[src/rtl/serializador.sv]
// Serial link transmitter: 8-bit words shifted out LSB first, one bit per clock,
// with a one-word holding buffer. Define SERIALIZADOR_PARITY_EN to append an even-parity bit.
module serializador #(
    parameter int DATA_WIDTH = 8
) (
    input  logic                  clock_100KHz,
    input  logic                  reset,
    input  logic [DATA_WIDTH-1:0] data_in,
    input  logic                  load_in,
    output logic                  status_out,
    input  logic                  status_in,
    output logic                  data_out,
    output logic                  write_out,
    output logic [7:0]            sent_count
);

    // state     | meaning
    // S_IDLE    | waiting for a buffered word and a ready receiver
    // S_SENDING | burst in progress, write_out high
    // S_WAIT_RX | burst done, waiting for receiver to drop status_in
    localparam logic [1:0] S_IDLE    = 2'd0;
    localparam logic [1:0] S_SENDING = 2'd1;
    localparam logic [1:0] S_WAIT_RX = 2'd2;

    localparam int CNT_W = $clog2(DATA_WIDTH + 1) + 1;
`ifdef SERIALIZADOR_PARITY_EN
    localparam int BURST_LEN = DATA_WIDTH + 1;
`else
    localparam int BURST_LEN = DATA_WIDTH;
`endif
    localparam logic [CNT_W-1:0] CNT_START = CNT_W'(BURST_LEN - 1);
    localparam logic [CNT_W-1:0] CNT_ONE   = CNT_W'(1);

    logic [1:0]            state_q, state_d;
    logic [DATA_WIDTH-1:0] buf_q, buf_d;
    logic                  buf_valid_q, buf_valid_d;
    logic                  status_q, status_d;
    logic [DATA_WIDTH-1:0] shift_q, shift_d;
    logic [CNT_W-1:0]      cnt_q, cnt_d;
    logic                  data_q, data_d;
    logic                  write_q, write_d;
    logic [7:0]            sent_q, sent_d;
    logic                  drain;
`ifdef SERIALIZADOR_PARITY_EN
    logic                  parity_q, parity_d;
`endif

    // Load is gated by the registered empty flag, so it can never coincide with a drain.
    assign drain = (state_q == S_IDLE) && buf_valid_q && status_in;

    always_comb begin
        state_d     = state_q;
        buf_d       = buf_q;
        buf_valid_d = buf_valid_q;
        shift_d     = shift_q;
        cnt_d       = cnt_q;
        data_d      = data_q;
        write_d     = write_q;
        sent_d      = sent_q;
`ifdef SERIALIZADOR_PARITY_EN
        parity_d    = parity_q;
`endif

        if (drain) begin
            buf_valid_d = 1'b0;
        end else if (load_in && status_q) begin
            buf_d       = data_in;
            buf_valid_d = 1'b1;
        end
        status_d = ~buf_valid_d;

        case (state_q)
            S_IDLE: begin
                write_d = 1'b0;
                data_d  = 1'b0;
                if (drain) begin
                    shift_d = buf_q;
                    data_d  = buf_q[0];
                    write_d = 1'b1;
                    cnt_d   = CNT_START;
`ifdef SERIALIZADOR_PARITY_EN
                    parity_d = ^buf_q;
`endif
                    state_d = S_SENDING;
                end
            end
            S_SENDING: begin
                if (cnt_q != '0) begin
                    cnt_d   = cnt_q - CNT_ONE;
                    shift_d = shift_q >> 1;
                    data_d  = shift_q[1];
`ifdef SERIALIZADOR_PARITY_EN
                    if (cnt_q == CNT_ONE) data_d = parity_q;
`endif
                    write_d = 1'b1;
                end else begin
                    write_d = 1'b0;
                    data_d  = 1'b0;
                    sent_d  = sent_q + 8'd1;
                    state_d = S_WAIT_RX;
                end
            end
            S_WAIT_RX: begin
                write_d = 1'b0;
                data_d  = 1'b0;
                if (!status_in) state_d = S_IDLE;
            end
            default: begin
                write_d = 1'b0;
                data_d  = 1'b0;
                state_d = S_IDLE;
            end
        endcase
    end

    always_ff @(posedge clock_100KHz or negedge reset) begin
        if (!reset) begin
            state_q     <= S_IDLE;
            buf_q       <= '0;
            buf_valid_q <= 1'b0;
            status_q    <= 1'b1;
            shift_q     <= '0;
            cnt_q       <= '0;
            data_q      <= 1'b0;
            write_q     <= 1'b0;
            sent_q      <= 8'd0;
`ifdef SERIALIZADOR_PARITY_EN
            parity_q    <= 1'b0;
`endif
        end else begin
            state_q     <= state_d;
            buf_q       <= buf_d;
            buf_valid_q <= buf_valid_d;
            status_q    <= status_d;
            shift_q     <= shift_d;
            cnt_q       <= cnt_d;
            data_q      <= data_d;
            write_q     <= write_d;
            sent_q      <= sent_d;
`ifdef SERIALIZADOR_PARITY_EN
            parity_q    <= parity_d;
`endif
        end
    end

    assign status_out = status_q;
    assign data_out   = data_q;
    assign write_out  = write_q;
    assign sent_count = sent_q;

endmodule

[config.mk]
export PLATFORM = sky130hd
export DESIGN_NAME = serializador
export DESIGN_NICKNAME = d
export VERILOG_FILES = /design/src/rtl/serializador.sv
export SDC_FILE = /design/constraint.sdc
export NUM_CORES = 1
export LEC_CHECK = 0
export ABC_AREA = 1
export CORE_ASPECT_RATIO = 0.5
export CORE_MARGIN = 1.5
export CORE_UTILIZATION = 53
export CTS_CLUSTER_DIAMETER = 60
export DETAILED_ROUTE_END_ITERATION = 8
export PLACE_DENSITY = 0.78
export SLEW_MARGIN = 10
export SYNTH_ARGS = -nofsm -noshare
export SYNTH_HDL_FRONTEND = slang
export SYNTH_SLANG_ARGS = --single-unit
[constraint.sdc]
create_clock -name clock_100KHz -period 1.4 [get_ports clock_100KHz]
set_input_delay 0.21 -clock clock_100KHz [delete_from_list [all_inputs] [get_ports clock_100KHz]]
set_output_delay 0.21 -clock clock_100KHz [all_outputs]
set_load 0.03 [all_outputs]
Yosys cells after proc, flatten, opt, wreduce, memory -nomap -nowiden:

Index checks and enable logic that the tools add are counted.

* $add $sub $neg: 2
* multipliers: 0
* divide/modulo/power cells: 0
* magnitude comparators: 0
* equal/unequal tests: 6
* shift-type cells: 0
* muxes and demuxes: 18
* bitwise gates (word level): 3
* reductions and logical operators: 10

Operator list (count)
* 8-bit 2-to-1 mux: 2
* 8-bit one-hot mux with 2 select lines: 1
* 5-bit 2-to-1 mux: 2
* 5-bit one-hot mux with 2 select lines: 1
* 8-bit by 1-bit adder with 8-bit output, second input constant: 1
* 2-bit inequality test, second input constant: 4
* 1-bit 2-to-1 mux: 6
* 2-bit 2-to-1 mux: 3
* 2-bit one-hot mux with 3 select lines: 1
* 3-bit AND reduction: 2
* 5-bit nonzero test: 1
* 5-bit by 1-bit subtractor with 5-bit output, second input constant: 1
* 1-bit one-hot mux with 2 select lines: 2
* 2-bit AND reduction: 2
* 1-bit logical AND: 3
* 1-bit inverter: 3
* 2-bit by 1-bit == test with 1-bit output, second input constant: 1
* 2-bit == test, second input constant: 1
* 2-bit logical NOT: 1
* 2-bit nonzero test: 1

* flip-flop bits (word level): 35
* bits in latches: 0
* bits in writable memories: 0
* bits in read-only memories: 0
* bits of input ports: 12
* output and inout port bits: 11
* memories kept: 0

Depth between registers and ports, before layout:

* word-level depth: 5
* gate-level depth with buffers: 8
* mapped depth without buffers: 7

Least setup slack after synthesis:

No wires, ideal clock.

* path type: register to register
* start point: reg sent_q[1] (netlist: sent_count[1])
* end point: reg sent_q[4] (netlist: sent_count[4])
* setup time: 0.117 ns
* arrival time: 1.163 ns
* data required time: 1.283 ns
* setup slack: 0.120 ns
* cell stages (with the launch flop): 6
* clock period less this slack: 1.280 ns
* cell sequence: dfrtp_1 ha_1 nand3_1 xnor2_1 nand2_1 nand2_1

* cells in the longest elaborated chain, start to end: 1

RTL lines
* from (decl): line 42 `logic [7:0] sent_q, sent_d;`
* from (signal assigned): line 139 `sent_q <= sent_d;`
* 8-bit by 1-bit adder with 8-bit output: line 99 `sent_d = sent_q + 8'd1;`

Every way passes these cells.
A chain may end at the register's enable or synchronous reset.

Worst setup path in the final report:

* start point: reg status_q (netlist: status_out)
* end point: out status_out

RTL lines
* from (decl): line 37 `logic status_q, status_d;`
* from (signal assigned): line 134 `status_q <= status_d;`
* to (decl): line 10 `output logic status_out,`

No word-level cell between the ends.

==> flow_summary.ini <==
[outcome]
status = finished clean

[worst_setup_path]
arrival_ns = 1.11
crit_required_ns = 1.19
setup.worst_path.class = flip-flop to primary output
cp_cell_sequence = clkdlybuf4s15_2
worstPathMaxFanout = 2
crit_family = flip-flops
cpPeakStageDelay_ns = 0.53
timing.rr.end = cnt_q[2]
reg2reg_slack_ns = 0.08
worstSetupStartpointType = flip-flop
worst_r2r_path_depth = 7
crit_cells = 1
cp-end-kind = primary output
r2r_start = cnt_q[0]
cp_slowest_cell = dfstp_2
crit_buf_inv = 1

[synth]
yosysTopAreaCellShare = 0.505
synth_top_flop_cell = dfrtp_1
syn_area_per_cell_um2 = 8.06
syn_area_um2 = 1640
async_reset_ff_frac = 1.00
synth-seq-cells = 34
syn_nets = 217
yosys.area.top_type = dfrtp_1
synth_common_cells = nand2_1 (91), dfrtp_1 (33), nand3_1 (23)
yosysMostFrequentCell = nand2_1
ys_types = 22
yosys_warnings = 0
postSynthCellCount = 203
synth_enable_flop_cells = 0
yosysSeqAreaShare = 0.521
synth_area_leaders = dfrtp_1 (50%), nand2_1 (21%), nand3_1 (7.0%)

[global_routing]
grt_pass1_vias = 1360
grt_pass1_wl_mm = 5.93
antenna_found_initial = 0
track_usage = 0.234
grt_remaining_overflow = 0
grt_max_degree = 35

[cells_and_area]
diodes = 0
layout.nets = 257
drive_above_1_share = 0.156
area_growth_pct = 31.6

[floorplan]
coreArea_um2 = 2770
boundaryPins = 23
start_util = 0.592
die_w_um = 81.6
die-area_um2 = 3450
rows = 13
die_y_um = 42.3

[timing]
tightest_slew_ns = 0.304
drv_slew = 0
min_period_ns = 1.32
finalHoldViolations = 0
fin_crit_sh = 0.944
whs_ns = 0.283
clock.fmax_mhz = 756
skew_ns = 0.00488
maxSlewHeadroom = 0.798
rsz0062_at_grt = true
setup_viol = 0

[place]
port_buffers = 22
gp_congestion = 0.807
post-dp-hpwl_mm = 2.23

[detailed_routing]
vias = 1424
drt-met1-wl_mm = 1.57
dr.max_layer_used = met4
postRouteAntennaNets = 0
avgViaCountPerCell = 5.07
wl_met2_mm = 1.62
route.met3.wl_um = 155
drt_drc_violations_left = 0
wl_per_cell_um = 12.2
totalWireLength_mm = 3.42
drtPass1Iterations = 4
drt_iter0_drc = 69

[pwr]
p_leak_nw = 1.13
vdd_drop_max_mv = 1.54
power_mw = 4.70
powerDensity_nw_per_um2 = 2180

[clock_network]
cts.sinks = 34
cts_tree = done
cts.path.max_buffers = 2
cts_buffers = 5
h-tree-depth = 2
cts.reportedPaths.clkPinSlew_ns = 0.08
insertion_delay_ns = 0.29
post_cts_buffers = 0
cts_root_buf = clkbuf_8

[worst_hold_path]
hold_path.class = input port to async pin

[flow_run]
max_cap_violations = 0
==> worst max path at each step <==
| stage | start | to | slack, ns |
|---|---|---|---|
| after global placement | status_in | shift_q[3] | 0.01 |
| after CTS | cnt_q[0] | sent_count[2] | 0.05 |
| after global routing | state_q[1] | cnt_q[2] | -0.001 |
| final | status_out | status_out | 0.08 |
| after detailed placement | status_in | buf_q[0] | -0.05 |
| after floorplan | sent_count[1] | sent_count[4] | 0.12 |
==> power by group <==
part | leakage (nW) | internal, mW | switching, mW | total, mW
sequential | 0.428 | 1.37 | 0.230 | 1.60
clock | 0.0683 | 0.713 | 0.386 | 1.10
combinational | 0.638 | 0.764 | 1.24 | 2.01
==> kinds of logic after synthesis <==
| kind of cell | count (synthesis) | synth area share |
|---|---|---|
| and+or+nand+nor | 130 | 0.343 |
| DFF | 34 | 0.521 |
| buffers and inverters | 23 | 0.0642 |
| AOI/OAI and AO/OA | 9 | 0.0298 |
| xor gates and xnor gates | 5 | 0.0268 |
| adders and majority gates | 2 | 0.0153 |
==> repair_timing <==
action	4_1_cts	5_1_grt
setup endpoints to repair	11	16
hold buffers	0	0
gates resized for setup	13	5
pin swaps	0	1
==> area by class of cell <==
cell class / count / area (µm²)
Fill cell: 205 / 612
Multi-Input combinational cell: 146 / 697
Inverter: 17 / 63.8
Sequential cell: 34 / 852
Timing Repair Buffer: 39 / 357
Clock inverter: 3 / 68.8
Clock buffer: 5 / 68.8
Tap cell: 37 / 46.3
==> metrics by stage <==
step	instance area (µm²)	TNS, ns	std cells	worst slack, ns	util
final	2150	0	281	0.0777	0.779
after floorplan	1640	0	203	0.120	-
after global routing	2150	-0.00119	281	-0.00119	0.779
after CTS	2130	0	281	0.0534	0.770
after detailed placement	2000	-0.0985	273	-0.0486	0.724
after global placement	2000	0	273	0.00994	0.724
==> layout by cell type (no fill, tap or decap) <==
master	synthesis	layout
clkinv_1	2	2
clkdlybuf4s15_2	0	1
xnor2_1	4	4
clkinv_4	0	1
inv_2	2	2
buf_4	2	14
ha_1	2	1
dlygate4sd2_1	0	10
inv_1	13	13
ha_4	0	1
clkbuf_8	0	5
nand3_1	23	23
nor2_1	7	7
dfstp_2	1	1
nand2_4	1	2
nand4_1	2	2
bufinv_16	0	2
nand2_1	91	91
xor2_1	1	1
nor2_4	2	2
dfrtp_1	33	33
a21oi_2	1	1
nand3_2	2	2
buf_12	0	1
buf_6	1	2
nand2_2	2	1
a21oi_1	2	2
clkdlybuf4s50_1	0	11
o21ai_1	6	6
==> flip-flops by register name, summed over array words and instances (netlist names) <==
signal,flops
sent_count,8
buf_valid_q,1
cnt_q,5
status_out,1
buf_q,8
shift_q,7
write_out,1
state_q,2
data_out,1
==> layer usage <==
layer  up-vias  track usage
met2        42        0.387
met5         -            0
met3         7       0.0717
met4         0        0.105
li1        711            -
met1       664        0.281
Power figures use the tool's default switching activity.
